### src/rtl/ped_crossing_ctrl_if.sv
// ped_crossing_ctrl_if: controller lamps/countdown and button in, pedestrian lamps, request and display out
interface ped_crossing_ctrl_if;
    logic       btn;
    logic       red;
    logic       yellow;
    logic       green;
    logic [7:0] clock;
    logic       pass_request;
    logic       req_pending;
    logic       walk;
    logic       dont_walk;
    logic       walk_flash;
    logic [3:0] bcd_tens;
    logic [3:0] bcd_ones;
    logic       light_fault;
    modport master(
        output btn, red, yellow, green, clock,
        input  pass_request, req_pending, walk, dont_walk, walk_flash, bcd_tens, bcd_ones, light_fault
    );
    modport slave(
        input  btn, red, yellow, green, clock,
        output pass_request, req_pending, walk, dont_walk, walk_flash, bcd_tens, bcd_ones, light_fault
    );
endinterface

### src/rtl/ped_crossing_ctrl.sv
// ped_crossing_ctrl: debounced pedestrian request, walk lamps, BCD countdown and illegal-lamp detection
module ped_crossing_ctrl #(
    parameter int DEBOUNCE_CNT = 4,
    parameter int FLASH_CNT    = 5
) (
    input logic               clk,
    input logic               rst,
    ped_crossing_ctrl_if.slave bus
);
    localparam int CW = $clog2(DEBOUNCE_CNT + 1);
    localparam logic [CW-1:0] DB_LAST = CW'(DEBOUNCE_CNT - 1);
    typedef enum logic {IDLE, PEND} state_t;
    state_t        state, state_nx;
    logic          btn_m, btn_s, btn_db;
    logic [CW-1:0] db_cnt;
    logic          press, fault, walk_nx, dark;
    logic [1:0]    lamp_sum;
    logic [6:0]    v;
    logic [3:0]    tens_nx, ones_nx;
    assign lamp_sum = {1'b0, bus.red} + {1'b0, bus.yellow} + {1'b0, bus.green};
    assign fault    = bus.light_fault | (lamp_sum >= 2'd2);
    assign dark     = lamp_sum == 2'd0;
    assign press    = btn_s && !btn_db && db_cnt == DB_LAST;
    always_ff @(posedge clk or posedge rst) begin
        if (rst) begin
            btn_m  <= 1'b0;
            btn_s  <= 1'b0;
            btn_db <= 1'b0;
            db_cnt <= '0;
        end else begin
            btn_m <= bus.btn;
            btn_s <= btn_m;
            if (btn_s == btn_db) begin
                db_cnt <= '0;
            end else if (db_cnt == DB_LAST) begin
                btn_db <= btn_s;
                db_cnt <= '0;
            end else begin
                db_cnt <= db_cnt + 1'b1;
            end
        end
    end
    always_ff @(posedge clk or posedge rst) begin
        if (rst) state <= IDLE;
        else     state <= state_nx;
    end
    // a press while red is dropped: walk is already on, nothing to request
    always_comb begin
        state_nx = fault ? IDLE :
                   (state == IDLE) ? ((press && !bus.red) ? PEND : IDLE) :
                   (bus.red ? IDLE : PEND);
        walk_nx  = bus.red && !fault;
        v        = (bus.clock > 8'd99) ? 7'd99 : bus.clock[6:0];
        tens_nx  = dark ? 4'hF : 4'(v / 7'd10);
        ones_nx  = dark ? 4'hF : 4'(v % 7'd10);
    end
    assign bus.req_pending = state == PEND;
    always_ff @(posedge clk or posedge rst) begin
        if (rst) begin
            bus.pass_request <= 1'b0;
            bus.walk         <= 1'b0;
            bus.dont_walk    <= 1'b1;
            bus.walk_flash   <= 1'b0;
            bus.bcd_tens     <= 4'hF;
            bus.bcd_ones     <= 4'hF;
            bus.light_fault  <= 1'b0;
        end else begin
            bus.pass_request <= state_nx == PEND && bus.green && !fault;
            bus.walk         <= walk_nx;
            bus.dont_walk    <= !walk_nx;
            bus.walk_flash   <= walk_nx && bus.clock <= 8'(FLASH_CNT);
            bus.bcd_tens     <= tens_nx;
            bus.bcd_ones     <= ones_nx;
            bus.light_fault  <= fault;
        end
    end
endmodule

### src/flat_wrapper.sv
// flat-port wrapper written by rule: the top's interface ports become plain ports
module ped_crossing_ctrl_flat 
#(
    parameter int DEBOUNCE_CNT = 4,
    parameter int FLASH_CNT    = 5
)
  (clk, rst, bus_btn, bus_red, bus_yellow, bus_green, bus_clock, bus_pass_request, bus_req_pending, bus_walk, bus_dont_walk, bus_walk_flash, bus_bcd_tens, bus_bcd_ones, bus_light_fault);
  ped_crossing_ctrl_if bus_i ();
  input logic clk;
  input logic rst;
  input wire logic [$bits(bus_i.btn)-1:0] bus_btn;
  input wire logic [$bits(bus_i.red)-1:0] bus_red;
  input wire logic [$bits(bus_i.yellow)-1:0] bus_yellow;
  input wire logic [$bits(bus_i.green)-1:0] bus_green;
  input wire logic [$bits(bus_i.clock)-1:0] bus_clock;
  output wire logic [$bits(bus_i.pass_request)-1:0] bus_pass_request;
  output wire logic [$bits(bus_i.req_pending)-1:0] bus_req_pending;
  output wire logic [$bits(bus_i.walk)-1:0] bus_walk;
  output wire logic [$bits(bus_i.dont_walk)-1:0] bus_dont_walk;
  output wire logic [$bits(bus_i.walk_flash)-1:0] bus_walk_flash;
  output wire logic [$bits(bus_i.bcd_tens)-1:0] bus_bcd_tens;
  output wire logic [$bits(bus_i.bcd_ones)-1:0] bus_bcd_ones;
  output wire logic [$bits(bus_i.light_fault)-1:0] bus_light_fault;
  assign bus_i.btn = bus_btn;
  assign bus_i.red = bus_red;
  assign bus_i.yellow = bus_yellow;
  assign bus_i.green = bus_green;
  assign bus_i.clock = bus_clock;
  assign bus_pass_request = bus_i.pass_request;
  assign bus_req_pending = bus_i.req_pending;
  assign bus_walk = bus_i.walk;
  assign bus_dont_walk = bus_i.dont_walk;
  assign bus_walk_flash = bus_i.walk_flash;
  assign bus_bcd_tens = bus_i.bcd_tens;
  assign bus_bcd_ones = bus_i.bcd_ones;
  assign bus_light_fault = bus_i.light_fault;
  ped_crossing_ctrl #(.DEBOUNCE_CNT(DEBOUNCE_CNT), .FLASH_CNT(FLASH_CNT)) u_core (.clk(clk), .rst(rst), .bus(bus_i));
endmodule
### config.mk
export PLATFORM = sky130hd
export DESIGN_NAME = ped_crossing_ctrl_flat
export DESIGN_NICKNAME = d
export VERILOG_FILES = /design/src/rtl/ped_crossing_ctrl_if.sv /design/src/rtl/ped_crossing_ctrl.sv /design/src/flat_wrapper.sv
export SDC_FILE = /design/constraint.sdc
export NUM_CORES = 1
export LEC_CHECK = 0
export ABC_AREA = 1
export CAP_MARGIN = 20
export CORE_MARGIN = 4
export CORE_UTILIZATION = 44
export CTS_CLUSTER_DIAMETER = 50
export DETAILED_ROUTE_END_ITERATION = 8
export PLACE_DENSITY = 0.76
export SYNTH_ARGS = -nofsm -noshare
export SYNTH_HDL_FRONTEND = slang
export SYNTH_SLANG_ARGS = --single-unit
### constraint.sdc
create_clock -name clk -period 1.13 [get_ports clk]
set_input_delay 0.226 -clock clk [delete_from_list [all_inputs] [get_ports clk]]
set_output_delay 0.226 -clock clk [all_outputs]
set_load 0.05 [all_outputs]
# [Word level (Yosys, flattened, before mapping)]
# Index checks and enable logic that the tools add are counted.
[totals] register_bits=20 in_bits=14 output_inout_bits=14 wordCells=46
[classes] add_sub_neg=3 div=2 order_cmp=3 n_eq_ne=2 mux=9 bitwise=2 reduce_logical=13
[ops] op="$gt A8 B7 Y1 const B" count=1
[ops] op="$le A8 B3 Y1 const B" count=1
[ops] op="$mux W4" count=2
[ops] op="$div A7 B4 Y7 const B" count=1
[ops] op="$logic_and A1 B1 Y1" count=7
[ops] op="$mod A7 B4 Y7 const B" count=1
[ops] op="$mux W7" count=1
[ops] op="$mux W3" count=2
[ops] op="$logic_not A1 Y1" count=4
[ops] op="$mux W1" count=4
[ops] op="$add A3 B1 Y3 const B" count=1
[ops] op="$eq A3 B2 Y1 const B" count=1
[ops] op="$add A1 B1 Y2" count=1
[ops] op="$add A2 B1 Y2" count=1
[ops] op="$ge A2 B2 Y1 const B" count=1
[ops] op="$logic_not A2 Y1" count=1
[ops] op="$reduce_and A2 Y1" count=1
[ops] op="$eq A1 B1 Y1" count=1
[ops] op="$not A1 Y1" count=1
[ops] op="$or A1 B1 Y1" count=1

# [Longest topological paths before layout]
# Gate-level depths: netlist of run 1.
[depth] ltp_word=9 mapped_depth=30 mapped_depth_nobuf=30

# [Least setup slack after synthesis of run 1]
# Ideal clock, no wire load.
[synth_timing] path_type="input-to-reg" from="input port bus_clock[2]" to="register u_core.bus.bcd_ones[1]" setup_ns=0.088 arrival_time_ns=2.710 t_required_ns=1.042 path_slack_ns=-1.669 stages=27 path_buffers=0 cell_sequence="nor2_1 -> nand2_1 -> nand2_2 -> nand2_2 -> nor2_1 -> ha_1 -> inv_1 -> nand4_2 -> nand2_2 -> nand2_2 -> nand2_4 -> ha_1 -> inv_1 -> nand3_2 -> nand2_4 -> nand2_4 -> nand2_2 -> nand3_2 -> nand2_4 -> nand3_1 -> nand2_1 -> inv_1 -> ha_1 -> inv_1 -> nand3_2 -> nand4_1 -> nand3_1"
[synth_via] elab_chain_len=4
[synth_rtl] element="start, declared" line_no="flat_wrapper.sv:15" source="input wire logic [$bits(bus_i.clock)-1:0] bus_clock;"
[synth_rtl] element="$gt A8 B7 Y1" line_no="ped_crossing_ctrl.sv:53" source="v = (bus.clock > 8'd99) ? 7'd99 : bus.clock[6:0];"
[synth_rtl] element="$mux W7 (*)" line_no="ped_crossing_ctrl.sv:53"
[synth_rtl] element="$mod A7 B4 Y7 (*)" line_no="ped_crossing_ctrl.sv:55" source="ones_nx = dark ? 4'hF : 4'(v % 7'd10);"
[synth_rtl] element="$mux W4 (*)" line_no="ped_crossing_ctrl.sv:55"
[synth_rtl] element="via u_core.ones_nx[1]" line_no="ped_crossing_ctrl.sv:19" source="logic [3:0] tens_nx, ones_nx;"
[synth_rtl] element="end signal, assigned" line_no="ped_crossing_ctrl.sv:73" source="bus.bcd_ones <= ones_nx;"
[synth_rtl] element="end, declared" line_no="ped_crossing_ctrl_if.sv:22" source="output pass_request, req_pending, walk, dont_walk, walk_flash, bcd_tens, bcd_ones, light_fault"
# The timed path passes the listed nets; every way through them passes the cells marked *.
# A chain may end at the register's enable or synchronous reset.

# [Final worst setup path of run 1]
[layout_timing] from="input port bus_clock[3]" to="register u_core.bus.bcd_ones[2]"
# The elaborated chain is that of the path after synthesis.

==> summary.md, run 1 <==
| Metric | Value |
|---|---|
| Multiplexer share of the synthesized area | `0%` |
| Clk Latency, worst-skew pair | `0.31 ns` |
| Cells after Synth | `138` |
| Reg2reg setup slack | `-0.26 ns` |
| Setup_tns | `-8.20 ns` |
| WL/cell | `17.4 µm` |
| DRT iter0 DRCs | `36` |
| Gr usage total | `around 23%` |
| Largest net degree at the start of global routing | `21` |
| Violated checks | `setup timing` |
| Adder-cell share of the synthesized area | `~6.8%` |
| Vias | `1282` |
| Peak VDD IR | `approximately 2400 µV` |
| I/O pins | `28` |
| Syn avg cell area | `about 8.8 µm²` |
| Post-route minimum period | `around 2.5 ns` |
| Drt first pass iters | `4` |
| Post-Route WL | `approximately 4.3 mm` |
| Final period util | `224%` |
| First-pass GRT wire length | `between 6 and 7 mm` |
| CTS tree | `yes` |
| Endpoints failing setup | `17` |
| Die height | `60.7 µm` |
| P&R area growth vs syn | `88.3%` |
| PnR worst setup slack | `-1.40 ns` |
| Starting Density | `between 40 and 50%` |
| FP Rows | `18` |
| Initial antenna violation count | `0` |
| LEAKAGE | `between 1 and 1.5 nW` |
| RSZ-0062 raised after global routing | `yes` |
| Synth Area in XOR/XNOR | `roughly 1.9%` |
| Worst Setup End Kind | `register` |
| Pwr Density | `between 1000 and 1500 mW/mm²` |
| Final Cell Area | `roughly 0.0023 mm²` |
| Maximum Capacitance Violations | `0` |
| Biggest registers after layout | `u_core.bus.bcd_ones (4), u_core.bus.bcd_tens (4), u_core.db_cnt (3)` |
| Crit path DAT | `roughly 2.8 ns` |
| Post-synthesis net count | `approximately 160` |
| Final antenna diode count | `0` |
| Largest family of logic cells by synthesized area | `simple AND/OR/NAND/NOR gates` |
| Placed cell count | `~230` |
| Layout Cells excl Fill | `between 200 and 250` |
| Synth Area in Simple Gates | `between 30% and 40%` |
| Critical Path RT | `around 1.4 ns` |
| End of the critical path | `u_core.bus.bcd_ones[2]` |
| Final total power | `between 3 and 4 mW` |
| GP Congestion | `around 0.8` |
| PortBufs | `27` |
| Final ANT Viol Nets | `0` |
| Vias per cell | `just over 5` |
| Largest stage delay, worst path | `around 0.15 ns` |
| Final Slew Violations | `0` |
| Cell repeated most along the worst path | `nand2_4` |
| Flops & latches, synth | `20` |
| CTS Sinks | `20` |
| Hold Slack | `0.0934 ns` |
| R2R Path Start | `u_core.db_cnt[0]` |
| Die X | `between 60 and 70 µm` |
| Die ar. | `about 0.0037 mm²` |
| Reg2Reg Depth | `6` |
| Final hold vios | `0` |
| Compound-Gate Fraction of Synth Area | `4.61%` |
| Yosys warnings | `0` |
| Fill count | `between 100 and 150` |
| Clk root buf | `clkbuf_4` |
| Gr ovfl total | `0` |
| Setup Skew | `between 0.01 and 0.015 ns` |
| Cell Area, Placed | `roughly 0.0020 mm²` |
| CTS Buffer Depth | `2` |
| Core area | `approximately 0.0026 mm²` |
| Vias in the first global route | `about 1300` |
| Fin nets | `roughly 240` |
| Status | `complete, but fails checks` |
| Crit path launch type | `input port` |
| DRC viols | `0` |
| Fraction of final layout cells sized beyond drive strength 1 | `66.1%` |
| Max_slew headroom | `between 70% and 80%` |
| Reg clk slew, reported paths | `approximately 0.11 ns` |
| Hold/Removal Path Class | `in2reg` |
| Critical Path Start | `bus_clock[3]` |
| Reg2Reg Capture Point | `u_core.bus.pass_request` |
| Worst-Margin Slew | `approximately 0.36 ns` |
| CTS H-tree depth | `1` |
| Critical path peak fanout | `5` |
| Post-synth cell types | `30` |
| Sequential-to-total area share from yosys stat | `a little over two fifths` |
| Final core occ | `between 80% and 90%` |
| Crit Path Class | `in2reg` |
| Slowest library cell on the worst path | `nor2_4` |
| CTS Buf Count | `3` |
| Peak Freq | `395 MHz` |
| Post-DP HPWL | `2.55 mm` |
| Cell Area, Synth | `about 0.0012 mm²` |
| Pre-CTS setup slack | `-2.12 ns` |
==> final cells by class <==
type | instances | area (µm²) | share of cell area [%]
Sequential cell | 20 | 513 | 22.3
Multi-Input combinational cell | 89 | 807 | 35.1
Clock inverter | 1 | 30.0 | 1.31
Inverter | 28 | 108 | 4.68
Tap cell | 30 | 37.5 | 1.63
Timing Repair Buffer | 77 | 782 | 34.0
Clock buffer | 3 | 22.5 | 0.979
==> worst max-delay path, delay by kind of cell <==
kind / cells / cell delay, ns
buf+inv: 6 / 0.52
fa+ha+maj: 2 / 0.30
simple gates: 21 / 1.69
==> layer usage <==
metal	vias up	GRT usage, %	share of wire [%]
li1	597	-	-
met1	624	23.6	37
met2	47	42.9	55
met3	14	2.13	4.1
met4	0	13.3	3.9
met5	-	0	0
==> cell families (layout without fill, tap and decap cells) <==
group / after synthesis / in the layout
flops: 20 / 20
buf+inv: 29 / 109
simple gates: 74 / 74
fa+ha+maj: 6 / 6
xor+xnor: 1 / 1
compound gates: 8 / 8
==> Yosys cell counts, drive strengths merged <==
cell,count,area [µm²]
a2111o,1,11.3
a211oi,1,7.51
a21o,1,7.51
a21oi,1,8.76
a31oi,1,6.26
and2,2,13.8
clkbuf,1,3.75
dfrtp,11,275
dfstp,9,236
fa,1,20.0
ha,5,62.6
inv,28,105
nand2,33,174
nand3,16,113
nand4,5,43.8
nor2,12,60.1
nor3,3,15.0
nor4,1,6.26
o21ai,3,15.0
or2,2,12.5
xnor3,1,23.8
==> cells in the final DEF (no fill, tap or decap), drive strengths merged, types with 3 or more instances in the layout <==
master          n
buf            69
nand2          33
inv            28
nand3          16
nor2           12
dfrtp          11
dfstp           9
ha              5
nand4           5
nor3            3
clkbuf          3
clkdlybuf4s50   3
dlygate4sd2     3
o21ai           3
==> where the power goes <==
part	total [mW]	switching (mW)	internal [mW]	leakage [nW]
registers	0.986	0.0927	0.893	0.235
clock network	0.575	0.216	0.359	0.0279
logic	1.86	0.963	0.900	0.874
==> repair_timing <==
item                                    4_1_cts  5_1_grt
endpoints found under the setup margin       21       24
pin swaps                                    34       19
buffers inserted                             13        5
gates resized for setup                      51       11
hold buffers                                  0        0
==> worst min-delay path by stage <==
stage | endpoint | slack [ns] | depth (start not counted) | startpoint
final | u_core.bus.walk_flash | 0.09 | 2 | bus_clock[4]
after global routing | u_core.bus.walk_flash | 0.08 | 2 | bus_clock[4]
after global placement | u_core.btn_s | 0.34 | 0 | u_core.btn_m
after floorplan | u_core.btn_db | 0.18 | 1 | rst
after detailed placement | u_core.btn_s | 0.35 | 0 | u_core.btn_m
after CTS | u_core.bus.walk_flash | 0.07 | 2 | bus_clock[4]
No activity file was read; power rests on OpenSTA's default activity.
==> run 2: changes to the inputs <==
--- a/config.mk
+++ b/config.mk
@@ -6,12 +6,12 @@
 export NUM_CORES = 1
 export LEC_CHECK = 0
 export ABC_AREA = 1
-export CAP_MARGIN = 20
 export CORE_MARGIN = 4
 export CORE_UTILIZATION = 44
 export CTS_CLUSTER_DIAMETER = 50
 export DETAILED_ROUTE_END_ITERATION = 8
 export PLACE_DENSITY = 0.76
+export SLEW_MARGIN = 20
 export SYNTH_ARGS = -nofsm -noshare
 export SYNTH_HDL_FRONTEND = slang
 export SYNTH_SLANG_ARGS = --single-unit
==> results of run 2 <==
Final layout, timing and power as in run 1 (identical DEF).
